[config.mk]
export PLATFORM = sky130hd
export DESIGN_NAME = bowling_multi_scorer_flat
export DESIGN_NICKNAME = d
export VERILOG_FILES = /design/src/rtl/bowling_multi_scorer_if.sv /design/src/rtl/bowling_multi_scorer.sv /design/src/flat_wrapper.sv
export SDC_FILE = /design/constraint.sdc
export NUM_CORES = 1
export LEC_CHECK = 0
export ABC_AREA = 1
export BUFFER_PORTS_ARGS = -buffer_cell sky130_fd_sc_hd__buf_4
export CORE_ASPECT_RATIO = 1.4
export CORE_MARGIN = 4
export CORE_UTILIZATION = 60
export DETAILED_ROUTE_END_ITERATION = 6
export PLACE_DENSITY = 0.75
export SLEW_MARGIN = 5
export SYNTH_ARGS = -nofsm -noshare
export SYNTH_HDL_FRONTEND = slang
export SYNTH_SLANG_ARGS = --single-unit
[constraint.sdc]
create_clock -name clk_i -period 6 [get_ports clk_i]
set_clock_uncertainty 0.2 [all_clocks]
set_input_delay 1.5 -clock clk_i [delete_from_list [all_inputs] [get_ports clk_i]]
set_output_delay 1.5 -clock clk_i [all_outputs]
set_load 0.05 [all_outputs]
[src/rtl/bowling_multi_scorer_if.sv]
// Roll/score bus between the lane pin-counter front end, the multi-player
// scorer and the scoreboard display logic. The front end side is the master.
interface bowling_multi_scorer_if #(
    parameter int PLAYER_W = 2,
    parameter int FRAME_W  = 4,
    parameter int PIN_W    = 4,
    parameter int SCORE_W  = 9
);
    logic                new_game;
    logic                roll;
    logic [PIN_W-1:0]    pin_count;
    logic [PLAYER_W-1:0] score_sel;
    logic [SCORE_W-1:0]  score;
    logic                roll_error;
    logic [PLAYER_W-1:0] cur_player;
    logic [FRAME_W-1:0]  cur_frame;
    logic [1:0]          cur_ball;
    logic                game_over;

    modport master (
        output new_game, roll, pin_count, score_sel,
        input  score, roll_error, cur_player, cur_frame, cur_ball, game_over
    );

    modport slave (
        input  new_game, roll, pin_count, score_sel,
        output score, roll_error, cur_player, cur_frame, cur_ball, game_over
    );
endinterface

[src/rtl/bowling_multi_scorer.sv]
// Multi-player bowling scorer. Every accepted roll adds its weighted pin
// count to the roller's running total straight away; pending strike/spare
// bonuses are carried as two per-player multipliers, so no end-of-game
// scoring pass is needed. Turn order rotates players frame by frame.
module bowling_multi_scorer #(
    parameter int PLAYERS  = 4,
    parameter int PLAYER_W = 2,
    parameter int FRAMES   = 10,
    parameter int FRAME_W  = 4,
    parameter int PINS     = 10,
    parameter int PIN_W    = 4,
    parameter int SCORE_W  = 9
) (
    input  logic                   clk_i,
    input  logic                   rst_i,
    bowling_multi_scorer_if.slave  bus
);

    // Per-player running state
    logic [SCORE_W-1:0]  total_q [PLAYERS];
    logic [SCORE_W-1:0]  total_d [PLAYERS];
    logic [1:0]          m1_q    [PLAYERS];
    logic [1:0]          m1_d    [PLAYERS];
    logic [1:0]          m2_q    [PLAYERS];
    logic [1:0]          m2_d    [PLAYERS];

    // Position within the game; the frame in progress belongs to player_q,
    // so the standing-pin count and final-frame strike flag are shared.
    logic [PLAYER_W-1:0] player_q,   player_d;
    logic [FRAME_W-1:0]  frame_q,    frame_d;
    logic [1:0]          ball_q,     ball_d;
    logic [PIN_W-1:0]    standing_q, standing_d;
    logic                strike1_q,  strike1_d;
    logic                over_q,     over_d;
    logic                err_q,      err_d;
    logic [SCORE_W-1:0]  score_q,    score_d;

    // Decoded view of the current roll
    logic [SCORE_W-1:0]  cur_total;
    logic [1:0]          cur_m1;
    logic [1:0]          cur_m2;
    logic                is_last;
    logic                bonus_ball;
    logic                is_strike;
    logic                is_spare;
    logic                frame_end;
    logic                accept;
    logic                reject;
    logic [1:0]          factor;

    // Pins weighted by 0..3 using shift-and-add rather than a multiplier.
    function automatic logic [SCORE_W-1:0] weighted_pins(
        input logic [PIN_W-1:0] n,
        input logic [1:0]       f
    );
        logic [SCORE_W-1:0] n_ext;
        logic [SCORE_W-1:0] acc;
        n_ext = SCORE_W'(n);
        acc   = '0;
        if (f[0]) acc = acc + n_ext;
        if (f[1]) acc = acc + (n_ext << 1);
        return acc;
    endfunction

    // Roll validation, scoring, multiplier update and turn advance
    always_comb begin
        for (int p = 0; p < PLAYERS; p++) begin
            total_d[p] = total_q[p];
            m1_d[p]    = m1_q[p];
            m2_d[p]    = m2_q[p];
        end
        player_d   = player_q;
        frame_d    = frame_q;
        ball_d     = ball_q;
        standing_d = standing_q;
        strike1_d  = strike1_q;
        over_d     = over_q;
        err_d      = 1'b0;
        score_d    = '0;

        cur_total = '0;
        cur_m1    = '0;
        cur_m2    = '0;
        for (int p = 0; p < PLAYERS; p++) begin
            if (player_q == PLAYER_W'(p)) begin
                cur_total = total_q[p];
                cur_m1    = m1_q[p];
                cur_m2    = m2_q[p];
            end
        end

        // Registered score view; selects beyond the last player read as 0.
        for (int p = 0; p < PLAYERS; p++) begin
            if (bus.score_sel == PLAYER_W'(p)) begin
                score_d = total_q[p];
            end
        end

        is_last    = (frame_q == FRAME_W'(FRAMES));
        // Balls thrown after a mark in the final frame only pay off bonuses.
        bonus_ball = is_last && ((ball_q == 2'd3) || ((ball_q == 2'd2) && strike1_q));
        is_strike  = !bonus_ball && (ball_q == 2'd1) && (bus.pin_count == PIN_W'(PINS));
        is_spare   = !bonus_ball && (ball_q == 2'd2) && (bus.pin_count == standing_q);
        factor     = (bonus_ball ? 2'd0 : 2'd1) + cur_m1;

        if (is_last) begin
            frame_end = (ball_q == 2'd3) ||
                        ((ball_q == 2'd2) && !strike1_q && !is_spare);
        end else begin
            frame_end = is_strike || (ball_q == 2'd2);
        end

        accept = bus.roll && !bus.new_game && !over_q && (bus.pin_count <= standing_q);
        reject = bus.roll && !bus.new_game && (over_q || (bus.pin_count > standing_q));

        if (bus.new_game) begin
            for (int p = 0; p < PLAYERS; p++) begin
                total_d[p] = '0;
                m1_d[p]    = '0;
                m2_d[p]    = '0;
            end
            player_d   = '0;
            frame_d    = FRAME_W'(1);
            ball_d     = 2'd1;
            standing_d = PIN_W'(PINS);
            strike1_d  = 1'b0;
            over_d     = 1'b0;
            score_d    = '0;
        end else begin
            err_d = reject;
            if (accept) begin
                for (int p = 0; p < PLAYERS; p++) begin
                    if (player_q == PLAYER_W'(p)) begin
                        total_d[p] = cur_total + weighted_pins(bus.pin_count, factor);
                        m1_d[p]    = cur_m2 + ((is_strike || is_spare) ? 2'd1 : 2'd0);
                        m2_d[p]    = is_strike ? 2'd1 : 2'd0;
                    end
                end

                if (frame_end) begin
                    ball_d     = 2'd1;
                    standing_d = PIN_W'(PINS);
                    strike1_d  = 1'b0;
                    if (player_q == PLAYER_W'(PLAYERS - 1)) begin
                        if (is_last) begin
                            // Game complete: position freezes where it is.
                            ball_d = ball_q;
                            over_d = 1'b1;
                        end else begin
                            player_d = '0;
                            frame_d  = frame_q + FRAME_W'(1);
                        end
                    end else begin
                        player_d = player_q + PLAYER_W'(1);
                    end
                end else begin
                    ball_d = ball_q + 2'd1;
                    // Only the final frame re-racks mid-frame after a mark.
                    if (bus.pin_count == standing_q) begin
                        standing_d = PIN_W'(PINS);
                    end else begin
                        standing_d = standing_q - bus.pin_count;
                    end
                    if (ball_q == 2'd1) begin
                        strike1_d = is_last && is_strike;
                    end
                end
            end
        end
    end

    // State registers with asynchronous clear
    always_ff @(posedge clk_i or posedge rst_i) begin
        if (rst_i) begin
            for (int p = 0; p < PLAYERS; p++) begin
                total_q[p] <= '0;
                m1_q[p]    <= '0;
                m2_q[p]    <= '0;
            end
            player_q   <= '0;
            frame_q    <= FRAME_W'(1);
            ball_q     <= 2'd1;
            standing_q <= PIN_W'(PINS);
            strike1_q  <= 1'b0;
            over_q     <= 1'b0;
            err_q      <= 1'b0;
            score_q    <= '0;
        end else begin
            for (int p = 0; p < PLAYERS; p++) begin
                total_q[p] <= total_d[p];
                m1_q[p]    <= m1_d[p];
                m2_q[p]    <= m2_d[p];
            end
            player_q   <= player_d;
            frame_q    <= frame_d;
            ball_q     <= ball_d;
            standing_q <= standing_d;
            strike1_q  <= strike1_d;
            over_q     <= over_d;
            err_q      <= err_d;
            score_q    <= score_d;
        end
    end

    assign bus.score      = score_q;
    assign bus.roll_error = err_q;
    assign bus.cur_player = player_q;
    assign bus.cur_frame  = frame_q;
    assign bus.cur_ball   = ball_q;
    assign bus.game_over  = over_q;

endmodule

[src/flat_wrapper.sv]
// flat-port wrapper written by rule: the top's interface ports become plain ports
module bowling_multi_scorer_flat 
#(
    parameter int PLAYERS  = 4,
    parameter int PLAYER_W = 2,
    parameter int FRAMES   = 10,
    parameter int FRAME_W  = 4,
    parameter int PINS     = 10,
    parameter int PIN_W    = 4,
    parameter int SCORE_W  = 9
)
  (clk_i, rst_i, bus_new_game, bus_roll, bus_pin_count, bus_score_sel, bus_score, bus_roll_error, bus_cur_player, bus_cur_frame, bus_cur_ball, bus_game_over);
  bowling_multi_scorer_if #(.PLAYER_W(PLAYER_W), .FRAME_W(FRAME_W), .PIN_W(PIN_W), .SCORE_W(SCORE_W)) bus_i ();
  input  logic clk_i;
  input  logic rst_i;
  input wire logic [$bits(bus_i.new_game)-1:0] bus_new_game;
  input wire logic [$bits(bus_i.roll)-1:0] bus_roll;
  input wire logic [$bits(bus_i.pin_count)-1:0] bus_pin_count;
  input wire logic [$bits(bus_i.score_sel)-1:0] bus_score_sel;
  output wire logic [$bits(bus_i.score)-1:0] bus_score;
  output wire logic [$bits(bus_i.roll_error)-1:0] bus_roll_error;
  output wire logic [$bits(bus_i.cur_player)-1:0] bus_cur_player;
  output wire logic [$bits(bus_i.cur_frame)-1:0] bus_cur_frame;
  output wire logic [$bits(bus_i.cur_ball)-1:0] bus_cur_ball;
  output wire logic [$bits(bus_i.game_over)-1:0] bus_game_over;
  assign bus_i.new_game = bus_new_game;
  assign bus_i.roll = bus_roll;
  assign bus_i.pin_count = bus_pin_count;
  assign bus_i.score_sel = bus_score_sel;
  assign bus_score = bus_i.score;
  assign bus_roll_error = bus_i.roll_error;
  assign bus_cur_player = bus_i.cur_player;
  assign bus_cur_frame = bus_i.cur_frame;
  assign bus_cur_ball = bus_i.cur_ball;
  assign bus_game_over = bus_i.game_over;
  bowling_multi_scorer #(.PLAYERS(PLAYERS), .PLAYER_W(PLAYER_W), .FRAMES(FRAMES), .FRAME_W(FRAME_W), .PINS(PINS), .PIN_W(PIN_W), .SCORE_W(SCORE_W)) u_core (.clk_i(clk_i), .rst_i(rst_i), .bus(bus_i));
endmodule
==> results_dict.tcl <==
set metrics [dict create \
    status "complete, no violations" \
    rsz0062_at_grt "no" \
    combPwrFrac_pct 52.5 \
    switchingPower_mw 1.130 \
    drv_slew 0 \
    syn_nets 597 \
    ant_nets 0 \
    async_flop_share_pct 100.0 \
    hold_path_depth 2 \
    cp.arrival_ns 4.70 \
    clock_latency_ns 0.36 \
    layout_commonest_cell "nand2_1" \
    cts_buffers 9 \
    wl_per_cell_um 16.34 \
    yosysSeqAreaShare_pct 41.51 \
    gp_congestion 0.8979 \
    power.share.clock_pct 16.0 \
    clk_pin_slew_ns 0.08 \
    cts.sink_count 72 \
    nets 623 \
    grt_max_degree 38 \
    p_int_mw 1.224 \
    fillers 613 \
    final_util_pct 68.32 \
    hold_slack_ns 0.2819 \
    h-tree-depth 3 \
    hold_start "u_core.strike1_q" \
    crit_start "u_core.bus.cur_player[0]" \
    switching_share_pct 48.00 \
    timing.rr.end "u_core.total_q[15]" \
    p_seq_share_pct 31.5 \
    viasPerCell 5.633 \
    worstHoldPathType "flip-flop to flip-flop" \
    min_to "u_core.strike1_q" \
    endpoint_kind "flip-flop" \
    synth-main-ff-cell "dfrtp_1" \
    cts_max_path_buffers 2 \
    synth_cells 560 \
    critPathLaunchType "flip-flop" \
    grt_pass1_vias 3839 \
    most-common-layout-cells "153 x nand2_1, 68 x dfrtp_1, 65 x o21ai_0" \
    drive_gt1_share_pct 13.37 \
    yosys_warnings 0 \
    r2r-start "u_core.bus.cur_player[0]" \
    cts_tree "yes" \
    ys_types 44 \
    p_leak_nw 2.378 \
    setup_viol 0 \
    fin_tns_setup_ns 0 \
    finalWorstSetupSlack_ns 1.379 \
    hold_buffers 0 \
    antenna_found_initial 0 \
    period_minus_slack_ns 4.621 \
    portBuffers 28 \
    p_per_area_nw_per_um2 490.3 \
    core_um2 7027 \
    post-cts-setup-buffers 0 \
    dp_hpwl_um 8098 \
    synth_edf_count 0 \
    syn_to_final_growth_pct 10.29 \
    diodes 0 \
    die_y_um 108.8 \
    die_x_um 79.99 \
    num_vias 3864 \
    worst-path-max-fanout 16 \
    drt_first_pass_iters 5 \
    ff2ff_setup_slack_ns 1.38 \
    grt.overflow.total 0 \
    timing.final.crit_share_pct 77.02 \
    postCtsResizedCells 0 \
    drtIter0Drc 352 \
    grt_first_pass_wirelength_um 18910 \
    die_area_um2 8701 \
    maxCapViolations 0 \
    critPathKind "flip-flop to flip-flop" \
    slew_headroom_pct 47.92 \
    required_ns 6.08 \
    worstMarginPinSlew_ns 0.7801 \
    start_util_pct 61.95 \
    hold_viol 0 \
    reg2reg_depth 21 \
    placementRows 36 \
    vdd_drop_max_mv 0.3179 \
    syn-cell-area_um2 4353 \
    pre_cts_slack_ns 1.414 \
    syn_area_per_cell_um2 7.773 \
    cts_root_buf "clkbuf_8" \
    max_freq_mhz 216.4 \
    num_io_pins 29 \
    track_usage_pct 28.43 \
    synth-seq-cells 72 \
    drt-total-wl_um 11210 \
    drcViolationCount 0 \
]
==> power by group through the flow <==
stage	clock network, mW	logic (mW)	registers (mW)
floorplan	0	0.810	0.829
global placement	0	1.19	0.745
detailed placement	0	1.22	0.748
CTS	0.379	1.23	0.740
global route	0.401	1.38	0.759
finish	0.376	1.24	0.742
==> cells in the mapped netlist (2+ instances only) <==
library cell  instances  area [um2]
a21oi_1              30       150.1
a22oi_1               2       15.01
buf_2                 5       25.02
clkbuf_1              5       18.77
dfrtp_1              68        1702
dfstp_2               4       105.1
fa_1                  3       60.06
ha_1                 24       300.3
inv_1                61       229.0
inv_2                 4       15.01
nand2_1             153       574.3
nand2_2               5       31.28
nand3_1              22       110.1
nand3b_1              5       37.54
nand4_1              10       62.56
nor2_1               29       108.9
nor3_1                3       15.01
o211ai_1              3       22.52
o21ai_0              65       325.3
o21ai_1              12       60.06
o21ai_2               7       61.31
o21bai_1              3       22.52
o221ai_1              4       35.03
o22ai_1               7       43.79
or2_2                 5       31.28
xor2_1                3       26.28
==> how the worst max path moves through the flow <==
| stage | depth (start not counted) | endpoint | slack (ns) |
|---|---|---|---|
| 2_1_floorplan | 23 | u_core.total_q[17] | 1.78 |
| 4_1_cts | 21 | u_core.total_q[15] | 1.38 |
| 3_3_place_gp | 21 | u_core.total_q[15] | 1.53 |
| 6_report | 21 | u_core.total_q[15] | 1.38 |
| 5_1_grt | 21 | u_core.total_q[15] | 0.98 |
| 3_5_place_dp | 21 | u_core.total_q[15] | 1.41 |
==> flip-flops by register name, summed over array words and instances, names as in the netlist <==
| signal | flops |
|---|---|
| u_core.bus.cur_player | 2 |
| u_core.total_q | 36 |
| u_core.bus.roll_error | 1 |
| u_core.m1_q | 8 |
| u_core.strike1_q | 1 |
| u_core.bus.cur_frame | 4 |
| u_core.bus.game_over | 1 |
| u_core.bus.cur_ball | 2 |
| u_core.bus.score | 9 |
| u_core.standing_q | 4 |
| u_core.m2_q | 4 |
==> worst max-delay path, stage by stage (launching register included) <==
cell	delay, ns
dfrtp_1	0.44
inv_1	0.10
ha_1	0.54
inv_2	0.20
o21ai_0	0.26
a21oi_1	0.10
ha_1	0.33
nand2_1	0.08
inv_1	0.05
ha_1	0.21
fa_1	0.41
xnor2_1	0.16
o21ai_0	0.11
ha_1	0.36
nand2_1	0.09
nand2_1	0.07
nand3_1	0.07
nand2_1	0.05
nor2_1	0.17
nor2_1	0.10
nand3b_1	0.21
o21ai_0	0.20
==> per-stage QoR <==
| stage | area (um2) | std cells | total power, mW |
|---|---|---|---|
| floorplan | 4353 | 560 | 1.639 |
| global placement | 4608 | 670 | 1.939 |
| detailed placement | 4608 | 670 | 1.973 |
| CTS | 4801 | 686 | 2.349 |
| global route | 4801 | 686 | 2.542 |
| finish | 4801 | 686 | 2.354 |
==> cell type report <==
type,count,area (um2),area share (%)
clock buffers,13,168.9,3.518
inverters,68,259.0,5.395
repair buffers,29,217.7,4.535
well taps,95,118.9,2.476
flip-flops and latches,72,1807,37.63
clock inverters,3,23.77,0.4952
multi-input cells,406,2206,45.95
==> per-layer routing <==
| metal | routed length, um | GRT usage (%) | part of all wire [%] | up-vias |
|---|---|---|---|---|
| li1 | - | - | - | 1909 |
| met5 | 0 | 0 | 0 | - |
| met4 | 309 | 12.08 | 2.8 | 0 |
| met1 | 4607 | 33.60 | 41 | 1821 |
| met3 | 483 | 5.785 | 4.3 | 26 |
| met2 | 5809 | 49.70 | 52 | 108 |
==> logic make-up after synthesis <==
kind of cell    after synthesis  share of synthesized area (%)
compound gates              139                          18.37
xor+xnor                      4                         0.8050
fa+ha+maj                    27                          8.278
buf+inv                      82                          7.818
flops                        72                          41.51
simple gates                236                          23.23
(Power assumes the default switching activity.)
